--- config.mk ---
export PLATFORM = sky130hd
export DESIGN_NAME = uart_rx_deframer
export DESIGN_NICKNAME = d
export VERILOG_FILES = /design/src/rtl/uart_rx_deframer.sv
export SDC_FILE = /design/constraint.sdc
export NUM_CORES = 1
export LEC_CHECK = 0
export CORE_UTILIZATION = 60
export DETAILED_ROUTE_END_ITERATION = 6
export DONT_BUFFER_PORTS = 1
export PLACE_DENSITY = 0.79
export SYNTH_ARGS = -nofsm -noshare
export SYNTH_HDL_FRONTEND = slang
export SYNTH_SLANG_ARGS = --single-unit
--- constraint.sdc ---
create_clock -name clk_i -period 3.6 [get_ports clk_i]
set_input_delay 0.54 -clock clk_i [delete_from_list [all_inputs] [get_ports clk_i]]
set_output_delay 0.54 -clock clk_i [all_outputs]
set_load 0.03 [all_outputs]
--- src/rtl/uart_rx_deframer.sv ---
// uart_rx_deframer: receive-side UART front end. Synchronises the serial line,
// finds start bits, samples every bit at mid-period from the programmed divider
// and hands one assembled frame plus error flags to the register block.
module uart_rx_deframer #(
  parameter int MAX_FRAME_SIZE = 11
) (
  input  logic                      clk_i,
  input  logic                      rst_i,
  input  logic [15:0]               cr_clk_div_i,
  input  logic                      cr_ds_i,
  input  logic                      cr_s_i,
  input  logic [1:0]                cr_p_i,
  input  logic                      uart_rx_i,
  output logic [MAX_FRAME_SIZE-1:0] frame_o,
  output logic                      parity_o,
  output logic                      frame_error_o,
  output logic                      output_valid_o
);

  typedef enum logic [2:0] {
    IDLE,
    START,
    DATA,
    PARITY,
    STOP
  } state_e;

  logic        sync1_q;
  logic        sync2_q;
  logic        prev_q;
  logic [1:0]  warm_q;
  logic        armed_q;

  state_e      state_q;
  logic [15:0] cnt_q;
  logic [2:0]  idx_q;
  logic [7:0]  data_q;
  logic        par_bit_q;
  logic        par_err_q;
  logic        stop1_q;
  logic        stop_idx_q;
  logic        stop_err_q;

  logic        start_edge;
  logic        sample_evt;
  logic        last_data;
  logic        stop1_fin;
  logic        stop2_fin;
  logic        ferr_fin;
  logic [15:0] half_div;

  // Two-flop synchroniser plus an edge-history flop. The reset value of 1 can
  // fake a falling edge when the line is low at reset release, so new starts
  // stay blocked until the synchronised line has been seen high after reset.
  always_ff @(posedge clk_i or posedge rst_i) begin
    if (rst_i) begin
      sync1_q <= 1'b1;
      sync2_q <= 1'b1;
      prev_q  <= 1'b1;
      warm_q  <= 2'd0;
      armed_q <= 1'b0;
    end else begin
      sync1_q <= uart_rx_i;
      sync2_q <= sync1_q;
      prev_q  <= sync2_q;
      if (warm_q != 2'd3) begin
        warm_q <= warm_q + 2'd1;
      end
      if ((warm_q == 2'd3) && sync2_q) begin
        armed_q <= 1'b1;
      end
    end
  end

  assign half_div   = (cr_clk_div_i >> 1) - 16'd1;
  assign start_edge = armed_q && prev_q && !sync2_q && (cr_clk_div_i >= 16'd4);
  assign sample_evt = (state_q != IDLE) && (cnt_q == 16'd0);
  assign last_data  = cr_ds_i ? (idx_q == 3'd6) : (idx_q == 3'd7);

  // Final stop-bit values: with two stop bits the first one was captured
  // earlier, with one stop bit the second field reads as 1.
  assign stop1_fin = stop_idx_q ? stop1_q : sync2_q;
  assign stop2_fin = stop_idx_q ? sync2_q : 1'b1;
  assign ferr_fin  = stop_idx_q ? (stop_err_q | ~sync2_q) : ~sync2_q;

  // Frame FSM with baud counter; outputs are registered and held between strobes.
  always_ff @(posedge clk_i or posedge rst_i) begin
    if (rst_i) begin
      state_q        <= IDLE;
      cnt_q          <= 16'd0;
      idx_q          <= 3'd0;
      data_q         <= 8'd0;
      par_bit_q      <= 1'b0;
      par_err_q      <= 1'b0;
      stop1_q        <= 1'b0;
      stop_idx_q     <= 1'b0;
      stop_err_q     <= 1'b0;
      frame_o        <= '0;
      parity_o       <= 1'b0;
      frame_error_o  <= 1'b0;
      output_valid_o <= 1'b0;
    end else begin
      output_valid_o <= 1'b0;
      if (state_q != IDLE) begin
        if (cnt_q != 16'd0) begin
          cnt_q <= cnt_q - 16'd1;
        end else begin
          cnt_q <= cr_clk_div_i - 16'd1;
        end
      end
      case (state_q)
        IDLE: begin
          if (start_edge) begin
            cnt_q      <= half_div;
            idx_q      <= 3'd0;
            data_q     <= 8'd0;
            par_bit_q  <= 1'b0;
            par_err_q  <= 1'b0;
            stop_idx_q <= 1'b0;
            stop_err_q <= 1'b0;
            state_q    <= START;
          end
        end
        START: begin
          if (sample_evt) begin
            if (sync2_q) begin
              state_q <= IDLE;
            end else begin
              idx_q   <= 3'd0;
              state_q <= DATA;
            end
          end
        end
        DATA: begin
          if (sample_evt) begin
            data_q[idx_q] <= sync2_q;
            if (last_data) begin
              state_q <= cr_p_i[1] ? PARITY : STOP;
            end else begin
              idx_q <= idx_q + 3'd1;
            end
          end
        end
        PARITY: begin
          if (sample_evt) begin
            par_bit_q <= sync2_q;
            par_err_q <= ((^data_q) ^ sync2_q) != cr_p_i[0];
            state_q   <= STOP;
          end
        end
        STOP: begin
          if (sample_evt) begin
            if (cr_s_i && !stop_idx_q) begin
              stop1_q    <= sync2_q;
              stop_err_q <= ~sync2_q;
              stop_idx_q <= 1'b1;
            end else begin
              frame_o        <= MAX_FRAME_SIZE'({stop2_fin, stop1_fin, par_bit_q, data_q});
              parity_o       <= par_err_q;
              frame_error_o  <= ferr_fin;
              output_valid_o <= 1'b1;
              state_q        <= IDLE;
            end
          end
        end
        default: begin
          state_q <= IDLE;
        end
      endcase
    end
  end

endmodule
Yosys cells after proc, flatten, opt, wreduce, memory -nomap -nowiden
Cells that the tools add are included.
- $add $sub $neg: 5
- magnitude comparators: 3
- equality and inequality tests: 19
- multiplexer cells: 44
- bitwise operators: 4
- reductions and logical operators: 25
- operators by type and width (kind ; count):
    16-bit 2-to-1 mux ; 4
    3-bit 2-to-1 mux ; 13
    16-bit by 1-bit subtractor with 16-bit output, second input constant ; 2
    2-bit inequality test, second input constant ; 11
    16-bit by 3-bit >= comparator with 1-bit output, second input constant ; 1
    16-bit zero test ; 1
    8-bit 2-to-1 mux ; 2
    8-bit case mux with 2 select lines ; 1
    16-bit nonzero test ; 1
    15-bit by 1-bit subtractor with 16-bit output, second input constant ; 1
    1-bit 2-to-1 mux ; 15
    3-bit case mux with 5 select lines ; 1
    3-bit AND reduction ; 4
    3-bit == test, second input constant ; 3
    3-bit case mux with 3 select lines ; 1
    8-bit bitwise mux ; 1
    1-bit case mux with 2 select lines ; 4
    8-bit parity ; 1
    1-bit logical AND ; 7
    7-bit AND reduction ; 1
    3-bit by 2-bit == test with 1-bit output, second input constant ; 2
    6-bit AND reduction ; 1
    2-bit nonzero test ; 3
    3-bit nonzero test ; 2
    15 further kinds ; 17
- register bits after elaboration: 55
- input port bits: 23
- output and inout bits: 14
- word-level logic and storage cells: 118

Longest topological paths before layout
- depth after elaboration: 7
- mapped depth: 13
- depth with buffers taken out: 10

Worst setup path before layout
Ideal clock, no wire load.
- kind: register to register
- start point: register cnt_q[4]
- end point: register cnt_q[10]
- setup time: 83 ps
- data arrival time: 2856 ps
- required time: 3517 ps
- setup slack: 661 ps
- stages on the path, launching flop included: 14
- cell sequence: dfrtp_1 > buf_6 > or4_4 > buf_6 > nor4_4 > clkbuf_1 > a21oi_1 > ha_1 > nor3b_1 > nand2_1 > a21oi_1 > nor3b_1 > xor2_1 > o21ai_0
- word-level cells in the longest chain between the ends: 5
- elaborated cells on any way between the ends: 6
- those cells by class: add/sub: 1; mux: 4; reduce/logical: 1
- RTL lines (item ; RTL line ; text):
    start, declared ; 35 ; logic [15:0] cnt_q;
    start signal, assigned ; 106 ; cnt_q <= cnt_q - 16'd1;
    start signal, assigned ; 108 ; cnt_q <= cr_clk_div_i - 16'd1;
    start signal, assigned ; 114 ; cnt_q <= half_div;
    16-bit by 1-bit subtractor with 16-bit output / 16-bit nonzero test (equally long branches) ; 106, 105 ;
    16-bit 2-to-1 mux (*) ; 105 ; if (cnt_q != 16'd0) begin
    16-bit 2-to-1 mux (*) ; 104 ; if (state_q != IDLE) begin
    16-bit 2-to-1 mux ; 113 ; if (start_edge) begin
    16-bit 2-to-1 mux (*) ; 111 ; case (state_q)
Mark *: on every way between the ends. The rest lies on a longest branch, timed or not.
A chain may end at the register's enable or synchronous reset.

Worst setup path after layout
- start point: register cnt_q[2]
- end point: register cnt_q[14]
Same word-level chain as after synthesis.

==> flow_summary.json <==
{
  "status": "complete, no violations",
  "power_density_nw_per_um2": 452,
  "ioPinCount": 37,
  "track_usage_pct": 29.5,
  "min_period_over_period_pct": 85.0,
  "ir_drop_mv": 0.326,
  "hold_viol_final": 0,
  "reg2reg_depth": 10,
  "synth_nets": 422,
  "synthTopCellsByCount": "dfrtp_1, nor2_1, nand2_1, a21oi_1, o21ai_0",
  "grt_pass1_vias": 2896,
  "tritoncts": "done",
  "drt_iter0_markers": 200,
  "hold_class": "in2async",
  "antenna_found_initial": 0,
  "cp_max_fo": 9,
  "cp-startpoint": "cnt_q[2]$_DFF_PP0_",
  "start_util_pct": 62.7,
  "drv_cap": 0,
  "setup_viol": 0,
  "htree_levels": 2,
  "synth_top_area_share_pct": 37.4,
  "grt_pass1_wl_um": 14100,
  "dp_hpwl_um": 5860,
  "synth_ff_type": "dfrtp_1",
  "reg2reg_slack_ns": 0.54,
  "cts_buffers": 5,
  "crit_required_ns": 3.79,
  "r2r-start": "cnt_q[2]$_DFF_PP0_",
  "via_count": 3048,
  "synthMostInstantiatedCell": "dfrtp_1",
  "timing.rr.end": "cnt_q[14]$_DFF_PP0_",
  "fp.dieH_um": 78.1,
  "p_leak_nw": 1.42,
  "drc_errors": 0,
  "synth_area_leaders": "dfrtp_1, xnor2_1, a21oi_1",
  "worstSetupPathType": "reg2reg",
  "syn_to_final_growth_pct": 3.64,
  "ys_ff_latch": 55,
  "grt_max_degree": 34,
  "insertion_delay_ns": 0.31,
  "min_period_ns": 3.06,
  "yosysSeqAreaShare_pct": 39.7,
  "rsz0062_at_grt": "no",
  "critPathLaunchType": "flop",
  "worstPathArrival_ns": 3.25,
  "n_antenna_cell": 0,
  "cts_resized": 0,
  "end_kind": "flop",
  "num-nets-final": 409,
  "netlist_instances": 395,
  "layout-drive-gt1-share_pct": 10.4,
  "wire_per_inst_um": 18.1,
  "synth_top_cell_by_area": "dfrtp_1",
  "worstMarginPinSlew_ns": 0.757,
  "fin_skew_ns": 0.0113,
  "clk_pin_slew_ns": 0.10,
  "syn_area_per_cell_um2": 8.80,
  "tns_ns": 0,
  "fp.dieW_um": 78.1,
  "max_freq_mhz": 327,
  "final-max-slew-violation-count": 0,
  "firstDrtPassIters": 5,
  "routed_wl_um": 8250,
  "utilization_pct": 65.0,
  "clock_path_buffers": 2,
  "cts.sinks": 55,
  "maxSlewHeadroom_pct": 48.2,
  "rows": 27,
  "synth_area_um2": 3480,
  "postCtsSetupBuffers": 0,
  "fillers": 470,
  "gp_congestion": 0.969,
  "viasPerCell": 6.70,
  "portBuffers": 0,
  "ys_async_sr_fraction_pct": 100,
  "yosys_warnings": 0,
  "ctsHoldBuffers": 0,
  "die_area_um2": 6100,
  "grt_overflow": 0,
  "ant_nets": 0,
  "synth_edf_count": 0,
  "synth_cell_types": 52,
  "fp.coreArea_um2": 5540,
  "clockRootBuffer": "clkbuf_8"
}
## state kept, by name, summed over array words and instances (netlist names), 2 cells and up
name,cells
frame_o,11
warm_q,2
cnt_q,16
idx_q,3
state_q,3
data_q,8
## through the flow
stage                     cell area, µm²  power (mW)  hold WS, ns  std cells  setup WS (ns)
after CTS                           3600        1.63        0.204        455          0.544
after detailed placement            3490        1.22        0.349        447          0.572
after floorplan                     3480        1.14        0.345        395          0.661
after global placement              3490        1.20        0.347        447          0.612
after global routing                3600        1.72        0.205        455          0.413
final                               3600        1.63        0.213        455          0.540
## worst max path at each step
stage / endpoint / cells past startpoint / slack [ns]
3_5_place_dp: frame_o[3]$_DFFE_PP0P_ / 4 / 0.57
2_1_floorplan: cnt_q[10]$_DFF_PP0_ / 13 / 0.66
5_1_grt: frame_error_o$_DFFE_PP0P_ / 6 / 0.41
6_report: cnt_q[14]$_DFF_PP0_ / 10 / 0.54
3_3_place_gp: frame_o[3]$_DFFE_PP0P_ / 4 / 0.61
4_1_cts: frame_o[3]$_DFFE_PP0P_ / 4 / 0.54
## final cells by class
type	count	area [µm²]	area share, %
clock buffer	5	68.8	1.91
clock inverter	3	43.8	1.22
inverter	5	18.8	0.521
multi-input combinational	307	1940	53.9
sequential	55	1380	38.3
tap	72	90.1	2.50
timing repair buffer	8	60.1	1.67
## logic make-up after synthesis
group	count (synthesis)	synth area share (%)
compound gates	102	18.3
simple gates	156	23.2
flops	55	39.7
fa+ha+maj	4	1.44
xor+xnor	26	6.55
buf+inv	33	4.61
mux	19	6.23
## power by group
part	leakage [nW]	switching (mW)	total (mW)	internal [mW]
clock	0.0581	0.202	0.410	0.207
combinational	0.671	0.207	0.370	0.163
sequential	0.686	0.139	0.850	0.711
## routing by layer
metal  GRT usage [%]  vias to the layer above  share of wire, %
li1                -                     1426                 -
met1            42.6                     1481                45
met2            44.6                      129                46
met5               0                        -                 0
met3            5.70                       12               7.9
met4            9.44                        0               1.4
## cell usage in the layout, fill, tap and decap left out, types with 8 or more instances in the layout
cell,n
dfrtp_1,52
nor2_1,42
nand2_1,35
a21oi_1,34
o21ai_0,24
nor3_1,20
xnor2_1,20
nand3_1,12
o211ai_1,10
mux2_2,9
nor4_1,8
buf_4,8
## worst max-delay path, cell delays in order (launching register included)
cell      delay [ns]
dfrtp_1         0.43
or4_1           0.35
nor4_4          0.11
a21oi_1         0.23
ha_1            0.23
nor3b_1         0.56
nand3_1         0.14
a211oi_1        0.38
nand3_1         0.20
xnor2_1         0.21
o22ai_1         0.09
No activity file was read; power rests on OpenSTA's default activity.
